[src/rtl/wb_picorv32_bridge.sv]
// PicoRV32 native memory bus to Wishbone pipelined master with a bounded bus cycle.
// Errors and timeouts return ERR_RDATA and raise a sticky flag.
module wb_picorv32_bridge #(
    parameter int          TIMEOUT_CYCLES = 255,
    parameter logic [31:0] ERR_RDATA      = 32'hFFFF_FFFF
) (
    input  logic        i_clk,
    input  logic        i_reset,
    input  logic        i_mem_valid,
    input  logic        i_mem_instr,
    input  logic [31:0] i_mem_addr,
    input  logic [31:0] i_mem_wdata,
    input  logic [3:0]  i_mem_wstrb,
    output logic        o_mem_ready,
    output logic [31:0] o_mem_rdata,
    output logic        o_wb_cyc,
    output logic        o_wb_stb,
    output logic        o_wb_we,
    output logic [31:0] o_wb_addr,
    output logic [31:0] o_wb_data,
    output logic [3:0]  o_wb_sel,
    input  logic        i_wb_stall,
    input  logic        i_wb_ack,
    input  logic        i_wb_err,
    input  logic [31:0] i_wb_data,
    output logic        o_bus_err,
    input  logic        i_clr_err
);
    typedef enum logic [1:0] {S_IDLE, S_REQ, S_WAIT, S_DONE} state_t;

    localparam logic [15:0] TMO_LAST = 16'(TIMEOUT_CYCLES - 1);

    state_t      state_q, state_d;
    logic        cyc_q, cyc_d, stb_q, stb_d, we_q, we_d;
    logic [31:0] addr_q, addr_d, data_q, data_d;
    logic [3:0]  sel_q, sel_d;
    logic        ready_q, ready_d;
    logic [31:0] rdata_q, rdata_d;
    logic        err_q, err_d;
    logic [15:0] cnt_q, cnt_d;
    logic        err_set, resp;

    // The fetch/data distinction does not affect the bus transaction.
    logic        unused_instr;
    assign unused_instr = i_mem_instr;

    always_ff @(posedge i_clk or posedge i_reset) begin
        if (i_reset) begin
            state_q <= S_IDLE;
            cyc_q   <= 1'b0;
            stb_q   <= 1'b0;
            we_q    <= 1'b0;
            addr_q  <= '0;
            data_q  <= '0;
            sel_q   <= '0;
            ready_q <= 1'b0;
            rdata_q <= '0;
            err_q   <= 1'b0;
            cnt_q   <= '0;
        end else begin
            state_q <= state_d;
            cyc_q   <= cyc_d;
            stb_q   <= stb_d;
            we_q    <= we_d;
            addr_q  <= addr_d;
            data_q  <= data_d;
            sel_q   <= sel_d;
            ready_q <= ready_d;
            rdata_q <= rdata_d;
            err_q   <= err_d;
            cnt_q   <= cnt_d;
        end
    end

    always_comb begin
        state_d = state_q;
        cyc_d   = cyc_q;
        stb_d   = stb_q;
        we_d    = we_q;
        addr_d  = addr_q;
        data_d  = data_q;
        sel_d   = sel_q;
        ready_d = 1'b0;
        rdata_d = rdata_q;
        cnt_d   = cnt_q;
        err_set = 1'b0;
        resp    = 1'b0;
        case (state_q)
            S_IDLE: begin
                if (i_mem_valid) begin
                    state_d = S_REQ;
                    cyc_d   = 1'b1;
                    stb_d   = 1'b1;
                    addr_d  = i_mem_addr;
                    data_d  = i_mem_wdata;
                    we_d    = |i_mem_wstrb;
                    sel_d   = (|i_mem_wstrb) ? i_mem_wstrb : 4'hF;
                    cnt_d   = '0;
                end
            end
            S_REQ, S_WAIT: begin
                cnt_d = cnt_q + 16'd1;
                // Responses during a stalled strobe belong to no accepted request.
                resp  = (state_q == S_WAIT || !i_wb_stall) && (i_wb_ack || i_wb_err);
                if (resp) begin
                    state_d = S_DONE;
                    cyc_d   = 1'b0;
                    stb_d   = 1'b0;
                    ready_d = 1'b1;
                    rdata_d = i_wb_err ? ERR_RDATA : i_wb_data;
                    err_set = i_wb_err;
                end else if (cnt_q == TMO_LAST) begin
                    state_d = S_DONE;
                    cyc_d   = 1'b0;
                    stb_d   = 1'b0;
                    ready_d = 1'b1;
                    rdata_d = ERR_RDATA;
                    err_set = 1'b1;
                end else if (state_q == S_REQ && !i_wb_stall) begin
                    state_d = S_WAIT;
                    stb_d   = 1'b0;
                end
            end
            S_DONE: state_d = S_IDLE;
            default: state_d = S_IDLE;
        endcase
        err_d = err_set || (err_q && !i_clr_err);
    end

    assign o_wb_cyc    = cyc_q;
    assign o_wb_stb    = stb_q;
    assign o_wb_we     = we_q;
    assign o_wb_addr   = addr_q;
    assign o_wb_data   = data_q;
    assign o_wb_sel    = sel_q;
    assign o_mem_ready = ready_q;
    assign o_mem_rdata = rdata_q;
    assign o_bus_err   = err_q;
endmodule

[config.mk]
export PLATFORM = sky130hd
export DESIGN_NAME = wb_picorv32_bridge
export DESIGN_NICKNAME = d
export VERILOG_FILES = /design/src/rtl/wb_picorv32_bridge.sv
export SDC_FILE = /design/constraint.sdc
export NUM_CORES = 1
export LEC_CHECK = 0
export ABC_CLOCK_PERIOD_IN_PS = 4200
export CAP_MARGIN = 20
export CORE_MARGIN = 2
export CORE_UTILIZATION = 39
export CTS_CLUSTER_SIZE = 25
export DETAILED_ROUTE_END_ITERATION = 10
export PLACE_DENSITY_LB_ADDON = 0.1
export SYNTH_ARGS = -nofsm -noshare
export SYNTH_HDL_FRONTEND = slang
export SYNTH_SLANG_ARGS = --single-unit
[constraint.sdc]
create_clock -name i_clk -period 4.2 [get_ports i_clk]
set_input_delay 0.84 -clock i_clk [delete_from_list [all_inputs] [get_ports i_clk]]
set_output_delay 0.84 -clock i_clk [all_outputs]
set_load 0.02 [all_outputs]
==> results.md <==
* Most frequent cells in the layout: clkdlybuf4s50_1 (211), dfrtp_1 (123), mux2_2 (64)
* Pin count of the biggest net entering global routing at 75
* DRT Wirelength at between 10000 and 15000 um
* Family with the most delay on the worst path: buffers and inverters
* Via/cell ratio at 4.95
* Setup-failing EPs final at 0
* Status: complete, no violations
* HP Class: reg2reg
* Fin crit period at 2.30 ns
* # DRC at 0
* Crit Path Category: in2reg
* CTS sink count at around 120
* Final period utilization at a little over half
* Seq pwr share at between 20 and 30%
* NumNets Final at between 700 and 800
* Dpl hpwl at between 9000 and 10000 um
* Post-synthesis async set-or-reset flop share at 100%
* CTS Hold Bufs at 0
* Cts repair resizes at 0
* Seq. cell area at ~0.0031 mm2
* Worst Path Required at roughly 4.5 ns
* CTS max path bufs at 2
* Post-synth EDFFs at 0
* CP Capture Type: register
* Number of global-route vias before repair at between 4000 and 5000
* Row Count at 42
* Crit-path cells: clkdlybuf4s50_1 > nand2_2 > buf_4 > mux2_2
* Clk network pwr share at between 20% and 30%
* Critical Path Start Type: primary input
* Detail Route Antenna Nets at 0
* M1 GR Usage at 23.2%
* WP buf/inv at 2
* First-pass GRT wire length at 21700 um
* Top FF cell, synth: dfrtp_1
* Ratio of cells with drive above 1 in the final layout at 16.1%
* GR Util met2 at between 30% and 40%
* Synth Area per Inst at approximately 12 um2
* Die footprint at 0.0145 mm2
* Stages on the worst setup path at 4
* Initial antenna violation count at 0
* Peak VDD IR at 0.380 mV
* Synth Cell Area at 0.00529 mm2
* Yosys cell types at 39
* Worst path slowest cell: buf_4
* CTS tree: done
* Initial DRT Pass Iterations at 4
* Comb power frac at 47.6%
* Die W at 120 um
* M3 GR Usage at around 6.4%
* Post-CTS Setup Bufs at 0
* Synthesized Nets at 568
* F_max at around 430 MHz
* Core Region at ~0.013 mm2
* Net Sw Frac at between 30% and 40%
* Placer congestion estimate at between 0.7 and 0.8
* GRT Total Usage at between 10% and 20%
* DP Area at 0.00752 mm2
* Grt ovf at 0
* Post-Route Skew at about 0.0051 ns
* Crit. Startpoint: i_mem_valid
* Slew Limit Fails at 0
* WP data arrival at roughly 2.6 ns
* Fin. Hold Viols at 0
* Slew @ Worst Pin at between 0.9 and 1 ns
* Final instance area at 0.00818 mm2
* FF-to-FF setup slack at between 1.5 and 2 ns
* Pwr Density at 843 mW/mm2
* Critical path peak fanout at 74
* Reg2reg path depth at 6
* # IOs at between 200 and 250
* Root buffer cell: clkbuf_16
* DR WL/cell at between 15 and 20 um
* Syn Inst Count at roughly 450
* CTS clock-pin slew for the worst setup and hold paths at ~0.060 ns
* FILL cells at around 1100
* Layout overhead on the synthesized area at 54.7%
* Most common cell after layout, fill and taps aside: clkdlybuf4s50_1
* Antenna diodes at 0
* Multi-input logic area at between 0.0015 and 0.002 mm2
* Clock latency on the worst-skew pair at between 0.4 and 0.5 ns
* Starting Density at 39.9%
* RR Endpoint: cnt_q[14]$_DFFE_PP0P_
* Seq/Total Area, Yosys at around 58%
* Number of buffers created by CTS at 17
* Via count at roughly 4200
* Pleak at 3.52 nW
* Final setup TNS at 0 ns
* Sw Pwr at ~2.6 mW
* Internal power at about 4.3 mW
* Max-slew headroom at 39.4%
* Chip Height at 120 um
* # port buffers at ~210
* Reg2reg start: state_q[1]$_DFFE_PP0P_
* Crit path largest cell delay at about 0.67 ns
* #FFs+latches synth at roughly 120
* RSZ-0062 raised after global routing: false
* Ys Warns at 0
* DRT iter0 DRCs at between 200 and 250
* GRT busiest layer: met2
* Hold-critical path depth at 2
* Critical path capture point: o_wb_addr[1]$_DFFE_PP0P_
* CTS H-tree depth at 4
* # Max-Cap Violations at 0
==> metrics by stage <==
| step | hold slack [ns] | power [mW] | setup WS (ns) | instances | util [%] |
|---|---|---|---|---|---|
| after detailed placement | 0.476 | 5.37 | 1.35 | 818 | 56.8 |
| after CTS | 0.492 | 6.97 | 1.74 | 850 | 61.6 |
| after floorplan | 0.455 | 3.91 | 0.0891 | 453 | - |
| after global placement | 0.465 | 5.29 | 1.38 | 818 | 56.8 |
| after global routing | 0.508 | 7.30 | 1.71 | 851 | 61.8 |
| final | 0.484 | 6.89 | 1.90 | 851 | 61.8 |
==> flip-flops by register name, summed over array words and instances (netlist names), 2 cells and up <==
signal,cells
o_mem_rdata,32
o_wb_sel,4
o_wb_data,32
o_wb_addr,32
state_q,2
cnt_q,16
==> layer usage <==
layer  vias up  wire [um]
li1       2028          -
met1      2033       5470
met2       131       6870
met3        20        989
met4         0        272
met5         -          0
==> kinds of logic after synthesis <==
logic type      after synthesis  share of synthesized area (%)
compound gates              115                           12.8
fa+ha+maj                     7                           1.66
buf+inv                      68                           5.61
flops                       123                           58.2
mux                          69                           14.6
simple gates                 71                           7.14
==> synthesized netlist by cell type, drive strengths merged (3+ instances only) <==
cell type / n / area (um2)
nor2: 9 / 33.8
and3: 7 / 45.1
nand2b: 4 / 25.0
a31oi: 4 / 25.0
ha: 7 / 87.6
inv: 41 / 154
or3: 3 / 18.8
o22ai: 34 / 213
mux2i: 4 / 40.0
dfrtp: 123 / 3080
o21ai: 20 / 100
nor2b: 3 / 18.8
clkbuf: 15 / 56.3
nand2: 17 / 63.8
mux2: 65 / 732
buf: 12 / 86.3
o31ai: 11 / 82.6
a21oi: 40 / 200
nand4: 4 / 25.0
nor3: 7 / 35.0
nand3: 10 / 62.6
==> cell type report <==
class	count	share of cell area, %
sequential	123	37.6
inverter	41	1.91
timing repair buffer	217	26.6
clock inverter	14	2.37
tap	176	2.69
multi-input combinational	262	23.4
clock buffer	18	5.37
==> how the worst min path moves through the flow <==
stage	slack, ns	startpoint	end
after floorplan	0.45	cnt_q[4]$_DFFE_PP0P_	cnt_q[4]$_DFFE_PP0P_
after global placement	0.46	o_wb_sel[1]$_DFFE_PP0P_	o_wb_sel[1]$_DFFE_PP0P_
after detailed placement	0.48	o_wb_sel[3]$_DFFE_PP0P_	o_wb_sel[3]$_DFFE_PP0P_
after CTS	0.49	cnt_q[7]$_DFFE_PP0P_	cnt_q[7]$_DFFE_PP0P_
after global routing	0.51	o_wb_data[16]$_DFFE_PP0P_	o_wb_data[16]$_DFFE_PP0P_
final	0.48	o_wb_sel[0]$_DFFE_PP0P_	o_wb_sel[0]$_DFFE_PP0P_
==> power groups by stage <==
stage                     registers, mW  logic (mW)  clock network (mW)
after CTS                          2.06        3.31                1.60
after floorplan                    2.67        1.23                   0
after global routing               2.12        3.54                1.64
final                              2.05        3.28                1.56
after global placement             2.03        3.26                   0
after detailed placement           2.07        3.30                   0
==> worst min-delay path, cell delays in order (launching register included) <==
cell,delay [ns]
dfrtp_1,0.34
nand2_1,0.05
o21ai_0,0.06
Power figures use the tool's default switching activity.
